==> config.mk <==
export PLATFORM = sky130hd
export DESIGN_NAME = imem_loader
export DESIGN_NICKNAME = d
export VERILOG_FILES = /design/src/rtl/imem_loader_pkg.sv /design/src/rtl/imem_loader.sv
export SDC_FILE = /design/constraint.sdc
export NUM_CORES = 1
export LEC_CHECK = 0
export ABC_AREA = 0
export CAP_MARGIN = 15
export CORE_UTILIZATION = 45
export DETAILED_ROUTE_END_ITERATION = 7
export DONT_BUFFER_PORTS = 1
export HOLD_SLACK_MARGIN = 0.15
export SYNTH_ARGS = -nofsm -noshare
export SYNTH_HDL_FRONTEND = slang
export SYNTH_SLANG_ARGS = --single-unit
==> constraint.sdc <==
create_clock -name clk -period 2.3 [get_ports clk]
set_input_delay 0.575 -clock clk [delete_from_list [all_inputs] [get_ports clk]]
set_output_delay 0.575 -clock clk [all_outputs]
set_load 0.02 [all_outputs]
==> src/rtl/imem_loader_pkg.sv <==
// Shared constants and FSM state encoding for the boot-time instruction loader.
package imem_loader_pkg;

  localparam int INST_W = 9;
  localparam int ADDR_W = 8;

  typedef enum logic [2:0] {
    S_CNT,
    S_LO,
    S_HI,
    S_SUM,
    S_DONE
  } state_e;

endpackage

==> src/rtl/imem_loader.sv <==
// Loads a byte-pair encoded image into instruction memory from address 0 while
// holding the core in reset; releases it once the trailing XOR checksum is seen.
//
// Handshake: a byte transfers on a posedge where in_valid && in_ready. in_ready
// depends only on state (and rst), never on in_valid. A byte offered on the same
// edge as reload is dropped.
module imem_loader #(
  parameter int INST_W = imem_loader_pkg::INST_W,
  parameter int ADDR_W = imem_loader_pkg::ADDR_W
) (
  input  logic              clk,
  input  logic              rst,
  input  logic              reload,
  input  logic [7:0]        in_data,
  input  logic              in_valid,
  output logic              in_ready,
  output logic              imem_we,
  output logic [ADDR_W-1:0] imem_addr,
  output logic [INST_W-1:0] imem_data,
  output logic              core_rst,
  output logic              done,
  output logic              err
);

  import imem_loader_pkg::*;

  state_e              state_q, state_d;
  logic [8:0]          remaining_q, remaining_d;
  logic [ADDR_W-1:0]   addr_q, addr_d;
  logic [7:0]          xor_q, xor_d;
  logic [7:0]          lo_q, lo_d;
  logic                imem_we_q, imem_we_d;
  logic [ADDR_W-1:0]   imem_addr_q, imem_addr_d;
  logic [INST_W-1:0]   imem_data_q, imem_data_d;
  logic                core_rst_q, core_rst_d;
  logic                done_q, done_d;
  logic                err_q, err_d;
  logic                accept;

  assign in_ready = !rst && (state_q != S_DONE);
  assign accept   = in_valid && in_ready && !reload;

  // State register (plus datapath flops).
  always_ff @(posedge clk) begin
    if (rst) begin
      state_q     <= S_CNT;
      remaining_q <= '0;
      addr_q      <= '0;
      xor_q       <= '0;
      lo_q        <= '0;
      imem_we_q   <= 1'b0;
      imem_addr_q <= '0;
      imem_data_q <= '0;
      core_rst_q  <= 1'b1;
      done_q      <= 1'b0;
      err_q       <= 1'b0;
    end else begin
      state_q     <= state_d;
      remaining_q <= remaining_d;
      addr_q      <= addr_d;
      xor_q       <= xor_d;
      lo_q        <= lo_d;
      imem_we_q   <= imem_we_d;
      imem_addr_q <= imem_addr_d;
      imem_data_q <= imem_data_d;
      core_rst_q  <= core_rst_d;
      done_q      <= done_d;
      err_q       <= err_d;
    end
  end

  // Next-state logic.
  always_comb begin
    state_d = state_q;
    if (reload) begin
      state_d = S_CNT;
    end else if (accept) begin
      case (state_q)
        S_CNT:   state_d = S_LO;
        S_LO:    state_d = S_HI;
        S_HI:    state_d = (remaining_q > 9'd1) ? S_LO : S_SUM;
        S_SUM:   state_d = S_DONE;
        default: state_d = state_q;
      endcase
    end
  end

  // Datapath and registered outputs.
  always_comb begin
    remaining_d = remaining_q;
    addr_d      = addr_q;
    xor_d       = xor_q;
    lo_d        = lo_q;
    imem_we_d   = 1'b0;
    imem_addr_d = imem_addr_q;
    imem_data_d = imem_data_q;
    core_rst_d  = core_rst_q;
    done_d      = done_q;
    err_d       = err_q;
    if (reload) begin
      core_rst_d = 1'b1;
      done_d     = 1'b0;
      err_d      = 1'b0;
    end else if (accept) begin
      case (state_q)
        S_CNT: begin
          // A count of zero encodes a full 256-word image.
          remaining_d = (in_data == 8'd0) ? 9'd256 : {1'b0, in_data};
          addr_d      = '0;
          xor_d       = '0;
        end
        S_LO: begin
          lo_d  = in_data;
          xor_d = xor_q ^ in_data;
        end
        S_HI: begin
          imem_we_d   = 1'b1;
          imem_addr_d = addr_q;
          imem_data_d = INST_W'({in_data[0], lo_q});
          xor_d       = xor_q ^ in_data;
          addr_d      = addr_q + 1'b1;
          remaining_d = remaining_q - 9'd1;
          if (|in_data[7:1]) err_d = 1'b1;
        end
        S_SUM: begin
          done_d     = 1'b1;
          core_rst_d = 1'b0;
          if (in_data != xor_q) err_d = 1'b1;
        end
        default: ;
      endcase
    end
  end

  assign imem_we   = imem_we_q;
  assign imem_addr = imem_addr_q;
  assign imem_data = imem_data_q;
  assign core_rst  = core_rst_q;
  assign done      = done_q;
  assign err       = err_q;

endmodule

==> summary.txt, run 1 <==
Worst setup path
  • Cell mode on critical path: buf_4
  • CP cell instances: buf_4 > nor4b_4 > buf_4 > nand3b_2 > inv_1 > buf_4 > nand2_1 > a21oi_1
  • CP max FO: 19
  • CP Class: reg2reg
  • Slowest stage delay, CP: 0.32 ns
  • Slowest cell on crit path: dfxtp_1
  • Startpoint types: flip-flop
  • Crit. End Element: flip-flop
  • CP arrival: 2.24 ns
  • Critical path data required time: approximately 2.6 ns

Die
  • I/O pin count: 34
  • Die height: 78.3 µm
  • Floorplan Core Area: between 5000 and 6000 µm²
  • Die width: about 78 µm
  • Die area: 6130 µm²
  • Initial core utilization: 47.0%
  • Core Rows: 27

Clock tree
  • Hold_buf cts: 0
  • Num CTS Buffers: 9
  • CTS tree: built
  • CTS clk-pin slew, worst paths: ~0.070 ns
  • Setup bufs post-CTS: 0
  • H-tree Lvls: 3
  • Clk buf depth: 2
  • Clock Sinks: 57
  • CTS Root Cell: clkbuf_8
  • Clock latency on the worst-skew pair: about 0.34 ns
  • Post-cts sizing count: 0

STA
  • Rel. slew slack: 49.9%
  • Clock skew: 0.00572 ns
  • RSZ-0062 raised after global routing: false
  • Final period utilization: a little under nine tenths
  • Min setup slack post-route: 0.329 ns
  • Final Hold Fails: 0
  • Setup Total Neg Slack: 0 ns
  • Tightest Pin Transition: about 0.75 ns
  • Fin crit period: just under 2 ns
  • Setup violators final: 0
  • Pins Over Slew Limit: 0
  • Fmax: a little over 500 MHz

Power and ir drop
  • P per Cell Area: approximately 760 nW/µm²
  • Switching share of power: 21.2%
  • Share of total power in combinational logic: 3.8%
  • Leak pwr: ~0.001 µW
  • Portion of total power attributed to sequential cells: a little under half
  • Design Power: around 2200 µW
  • VDD IR max: approximately 0.00049 V
  • Internal power: around 1700 µW
  • Clk pwr share: 50.7%
  • P_sw: ~470 µW

Routing
  • Top sig layer: met4
  • Met1 WL: between 2 and 3 mm
  • DR iter-0 viols: approximately 140
  • Vias: ~2200
  • Routed WL per cell: between 15 and 20 µm
  • DRC viols: 0
  • Routed length on met3: between 200 and 300 µm
  • Final ANT Viol Nets: 0
  • Via density per instance: about 5.7
  • TritonRoute pass-1 iters: 4
  • Routed wire length: 5.96 mm
  • Met2 wire len: 2.65 mm

Flow run
  • Max_cap viols: 0

Global routing
  • Largest net degree at the start of global routing: 52
  • Overflow after GRT: 0
  • Vias in the first global route: between 1500 and 2000
  • All-Layer GR Usage: between 20 and 25%
  • Global-route wire length before repair: 10.0 mm
  • Antenna violations before repair: 0

Synthesis
  • Syn Nets: 320
  • Cell count after synthesis: 305
  • Register area share after synthesis: between 40% and 50%
  • Largest family of logic cells by synthesized area: simple AND/OR/NAND/NOR gates
  • Post-synthesis cell type count: 48
  • Post-synthesis compound-gate area fraction: 16.8%
  • Seq cells post-synth: 57
  • Post-Synth Adder-Cell Area: 1.43%
  • XOR/XNOR Fraction of Synth Area: 4.35%
  • Netlist Area Pre-Place: around 2600 µm²
  • Post-synthesis simple-gate area fraction: 26.3%
  • YS warnings: 0
  • Mean Syn Cell Area: around 8.6 µm²
  • Multiplexer area fraction after synthesis: 3.82%

Final layout
  • Util after Layout: around 52%
  • Fin nets: roughly 320
  • Fill cell count: ~540
  • Diodes inserted: 0
  • Area grow syn2layout: 11.1%
  • Most frequent cells in the layout: 59 x nand2_1, 57 x dfxtp_1, 33 x a21oi_1, 18 x nor2_1, 13 x xnor2_1
  • Fraction of layout instances using a drive strength above 1: between 10% and 20%
  • Most common cell after layout, fill and taps aside: nand2_1

Place
  • Number of port buffers: 0
  • Placer Congestion: slightly below 0.8
  • Dpl hpwl: approximately 4 mm
  • DP Worst Slack: about 0.25 ns

Status
  • Outcome: finished, final reports clean

Min path
  • Hold Path Class: in2reg
-- flip-flops by register name, indices dropped and copies added (netlist names), 3 cells and up --
| signal | cells |
|---|---|
| xor_q | 8 |
| state_q | 3 |
| imem_addr | 8 |
| remaining_q | 9 |
| addr_q | 8 |
| imem_data | 9 |
| lo_q | 8 |
-- power by group through the flow --
stage	Sequential, µW	Combinational (µW)	Clock [µW]
after floorplan	1020	81.8	0
after global placement	1030	83.4	0
after detailed placement	1030	83.6	0
after CTS	1000	84.3	1140
after global routing	1010	94.3	1190
final	1000	84.0	1120
-- logic make-up (layout without fill, tap and decap cells) --
family / after synthesis / after routing
compound gates: 72 / 72
xor+xnor: 13 / 13
fa+ha+maj: 3 / 3
buf+inv: 23 / 26
flops: 57 / 57
mux: 10 / 10
simple gates: 127 / 127
-- synthesized netlist by cell type, drive strengths merged --
cell type   n  area (µm²)
a211oi      3        22.5
a21boi      2        15.0
a21o        1        7.51
a21oi      33         165
a22oi       3        22.5
a31oi       4        25.0
and4b       1        10.0
buf         6        33.8
clkbuf     13        48.8
dfxtp      57        1140
ha          3        37.5
inv         4        15.0
mux2i      10         100
nand2      59         221
nand2b      1        6.26
nand3       6        30.0
nand3b     10        78.8
nand4       1        6.26
nand4b      3        32.5
nor2       19        73.8
nor2b       1        6.26
nor3        8        45.0
nor3b       3        27.5
nor4        4        25.0
nor4b       3        62.6
o211ai      2        15.0
o21a        1        7.51
o21ai       9        45.0
o21bai      1        7.51
o22ai       2        12.5
o311ai      8        70.1
o31ai       2        15.0
o32a        1        10.0
or2b        1        7.51
or3         3        18.8
or3b        1        8.76
or4         2        15.0
or4b        1        13.8
xnor2      13         114
-- layout make-up --
class | instances | area (µm²) | area share [%]
Multi-Input combinational cell | 225 | 1380 | 47.4
Sequential cell | 57 | 1140 | 39.2
Clock buffer | 9 | 124 | 4.25
Clock inverter | 6 | 108 | 3.70
Tap cell | 72 | 90.1 | 3.09
Timing Repair Buffer | 7 | 52.6 | 1.80
Inverter | 4 | 15.0 | 0.516
-- per-layer routing --
metal	vias to the layer above	track usage, %
met2	40	31.4
met4	0	12.0
li1	1078	-
met1	1030	27.7
met3	13	7.79
met5	-	0
-- final timing paths --
kind                                 from                        end  slack (ns)  cells after the start
setup / recovery  state_q[2]$_SDFFE_PP0P_  imem_addr[5]$_SDFFE_PP0P_        0.33                      8
hold / removal                     reload    state_q[2]$_SDFFE_PP0P_        0.31                      1
setup reg to reg  state_q[2]$_SDFFE_PP0P_  imem_addr[5]$_SDFFE_PP0P_        0.33                      8
hold reg to reg      lo_q[4]$_SDFFE_PP0P_  imem_data[4]$_SDFFE_PP0P_        0.45                      2
-- worst max-delay path, delay by kind of cell (launching register included) --
| family | cells | cell delay [ns] |
|---|---|---|
| and+or+nand+nor | 3 | 0.57 |
| buffers and inverters | 4 | 0.89 |
| AOI/OAI and AO/OA | 1 | 0.12 |
| DFF | 1 | 0.32 |
-- through the flow --
stage	hold slack, ns	instance area [µm²]	std cells
3_3_place_gp	0.436	2680	365
5_1_grt	0.279	2910	380
3_5_place_dp	0.438	2680	365
2_1_floorplan	0.432	2620	305
4_1_cts	0.291	2910	380
6_report	0.309	2910	380
(Power assumes the default switching activity.)
==> inputs of run 2 (changes only) <==
--- a/config.mk
+++ b/config.mk
@@ -6,8 +6,8 @@
 export NUM_CORES = 1
 export LEC_CHECK = 0
 export ABC_AREA = 0
-export CAP_MARGIN = 15
-export CORE_UTILIZATION = 45
+export CAP_MARGIN = 20
+export CORE_UTILIZATION = 30
 export DETAILED_ROUTE_END_ITERATION = 7
 export DONT_BUFFER_PORTS = 1
 export HOLD_SLACK_MARGIN = 0.15
==> summary.txt, run 2 (synthesis gave the netlist of run 1 again) <==
STA
  • Setup Total Neg Slack: 0 ns
  • Clock skew: approximately 0.0090 ns
  • Final period utilization: ~90%
  • Fmax: 483 MHz
  • Tightest Pin Transition: about 0.59 ns
  • RSZ-0062 raised after global routing: false
  • Final Hold Fails: 0
  • Pins Over Slew Limit: 0
  • Setup violators final: 0
  • Rel. slew slack: 60.8%
  • Fin crit period: between 2 and 2.5 ns

Die
  • Die area: around 9000 µm²
  • Floorplan Core Area: about 8300 µm²
  • Initial core utilization: 31.4%
  • I/O pin count: 34
  • Die height: roughly 95 µm
  • Core Rows: 33
  • Die width: 95.5 µm

Clock tree
  • Hold_buf cts: 0
  • Num CTS Buffers: 9
  • Post-cts sizing count: 0
  • CTS Root Cell: clkbuf_8
  • Clock Sinks: 57
  • CTS tree: built
  • Clk buf depth: 2
  • H-tree Lvls: 3
  • CTS clk-pin slew, worst paths: about 0.07 ns
  • Setup bufs post-CTS: 0
  • Clock latency on the worst-skew pair: approximately 0.35 ns

Final layout
  • Most common cell after layout, fill and taps aside: nand2_1
  • Non-Filler Instances: between 400 and 500
  • Multi-input gate area: ~1400 µm²
  • Diodes inserted: 0
  • Most frequent cells in the layout: 59 x nand2_1, 57 x dfxtp_1, 33 x a21oi_1, 18 x nor2_1, 13 x xnor2_1
  • Fill cell count: about 900
  • Fin nets: around 320
  • Register Area: ~1100 µm²
  • Fraction of layout instances using a drive strength above 1: 11.3%
  • Area grow syn2layout: 12.2%

Worst setup path
  • Worst Setup EP: in_ready
  • RR Endpoint: remaining_q[6]$_SDFFE_PP0P_
  • Critical path origin: state_q[0]$_SDFFE_PP0P_
  • Worst reg2reg path depth: 6
  • Crit. End Element: primary output
  • Critical path data required time: between 1.5 and 2 ns
  • R2r setup slk: 0.41 ns
  • Reg2reg start: remaining_q[0]$_SDFFE_PP0P_
  • CP Class: reg2out
  • CP max FO: 13
  • Startpoint types: flip-flop
  • CP arrival: around 1.5 ns

Global routing
  • Vias in the first global route: around 2200
  • Antenna violations before repair: 0
  • Overflow after GRT: 0
  • Global-route wire length before repair: approximately 11 mm
  • All-Layer GR Usage: between 10% and 20%
  • Largest net degree at the start of global routing: 52

Place
  • Placer Congestion: 0.762
  • Number of port buffers: 0
  • Placed cell count: 400
  • Dpl hpwl: about 4.3 mm

Routing
  • TritonRoute pass-1 iters: 4
  • Vias: between 2000 and 2500
  • DRC viols: 0
  • Final ANT Viol Nets: 0
  • Via density per instance: around 5.2
  • Routed wire length: 6.21 mm
  • Routed WL per cell: ~15 µm
  • DR iter-0 viols: a little under 100

Min path
  • Hold Path Class: in2reg

Power and ir drop
  • VDD IR max: 0.000298 V
  • Leak pwr: between 0.0009 and 0.001 µW
  • P per Cell Area: between 600 and 700 nW/µm²
  • Design Power: ~2000 µW

Status
  • Outcome: finished, final reports clean

Flow run
  • Max_cap viols: 0
-- run 2: cell types whose count changed in the layout (fill, tap and decap cells not counted), sizes merged --
cell / before / now
inv: 4 / 6
clkinvlp: 1 / 0
bufinv: 3 / 1
clkinv: 2 / 4
buf: 7 / 9
-- run 2: report_power, final --
part	switching (µW)	internal, µW	leakage, µW
Combinational	44.8	39.4	0.000435
Sequential	11.0	994	0.000460
Clock	446	510	0.000104
-- run 2: final cells by class --
cell class / instances / share of cell area [%]
Clock buffer: 9 / 4.21
Clock inverter: 7 / 2.68
Inverter: 4 / 0.511
Multi-Input combinational cell: 225 / 47.0
Sequential cell: 57 / 38.8
Tap cell: 105 / 4.47
Timing Repair Buffer: 9 / 2.30
-- run 2: critical path, stage by stage (launching register included) --
cell	delay, ns
dfxtp_1	0.61
nor2_1	0.14
a21oi_1	0.22
buf_4	0.17
-- run 2: metrics by stage --
step                area (µm²)  utilization (%)  hold WS [ns]  setup slack, ns
detailed placement        2740             32.8         0.441            0.230
finish                    2940             35.2         0.294            0.229
CTS                       2940             35.2         0.277            0.214
global placement          2740             32.8         0.440            0.253
floorplan                 2620                -         0.432            0.409
global route              2940             35.2         0.264           0.0864
-- run 2: worst min-delay path by stage --
stage / depth (start not counted) / endpoint / from / slack, ns
2_1_floorplan: 2 / imem_data[0]$_SDFFE_PP0P_ / lo_q[0]$_SDFFE_PP0P_ / 0.43
3_3_place_gp: 2 / imem_data[7]$_SDFFE_PP0P_ / lo_q[7]$_SDFFE_PP0P_ / 0.44
3_5_place_dp: 2 / imem_data[5]$_SDFFE_PP0P_ / lo_q[5]$_SDFFE_PP0P_ / 0.44
4_1_cts: 1 / xor_q[3]$_SDFFE_PP0P_ / rst / 0.28
5_1_grt: 1 / imem_data[2]$_SDFFE_PP0P_ / rst / 0.26
6_report: 1 / state_q[2]$_SDFFE_PP0P_ / reload / 0.29
-- run 2: routing by layer --
metal | up-vias | routed length, µm | track usage, % | part of all wire, %
met5 | - | 0 | 0 | 0
met3 | 15 | 391 | 6.94 | 6.3
met4 | 0 | 126 | 7.09 | 2.0
li1 | 1088 | - | - | -
met2 | 39 | 3030 | 27.0 | 49
met1 | 1030 | 2670 | 16.7 | 43
==> inputs of run 3 (changes only) <==
--- a/config.mk
+++ b/config.mk
@@ -6,6 +6,7 @@
 export NUM_CORES = 1
 export LEC_CHECK = 0
 export ABC_AREA = 0
+export ABC_CLOCK_PERIOD_IN_PS = 2300
 export CAP_MARGIN = 20
 export CORE_UTILIZATION = 30
 export DETAILED_ROUTE_END_ITERATION = 7
==> results of run 3 <==
Final layout, timing and power as in run 2 (identical DEF).
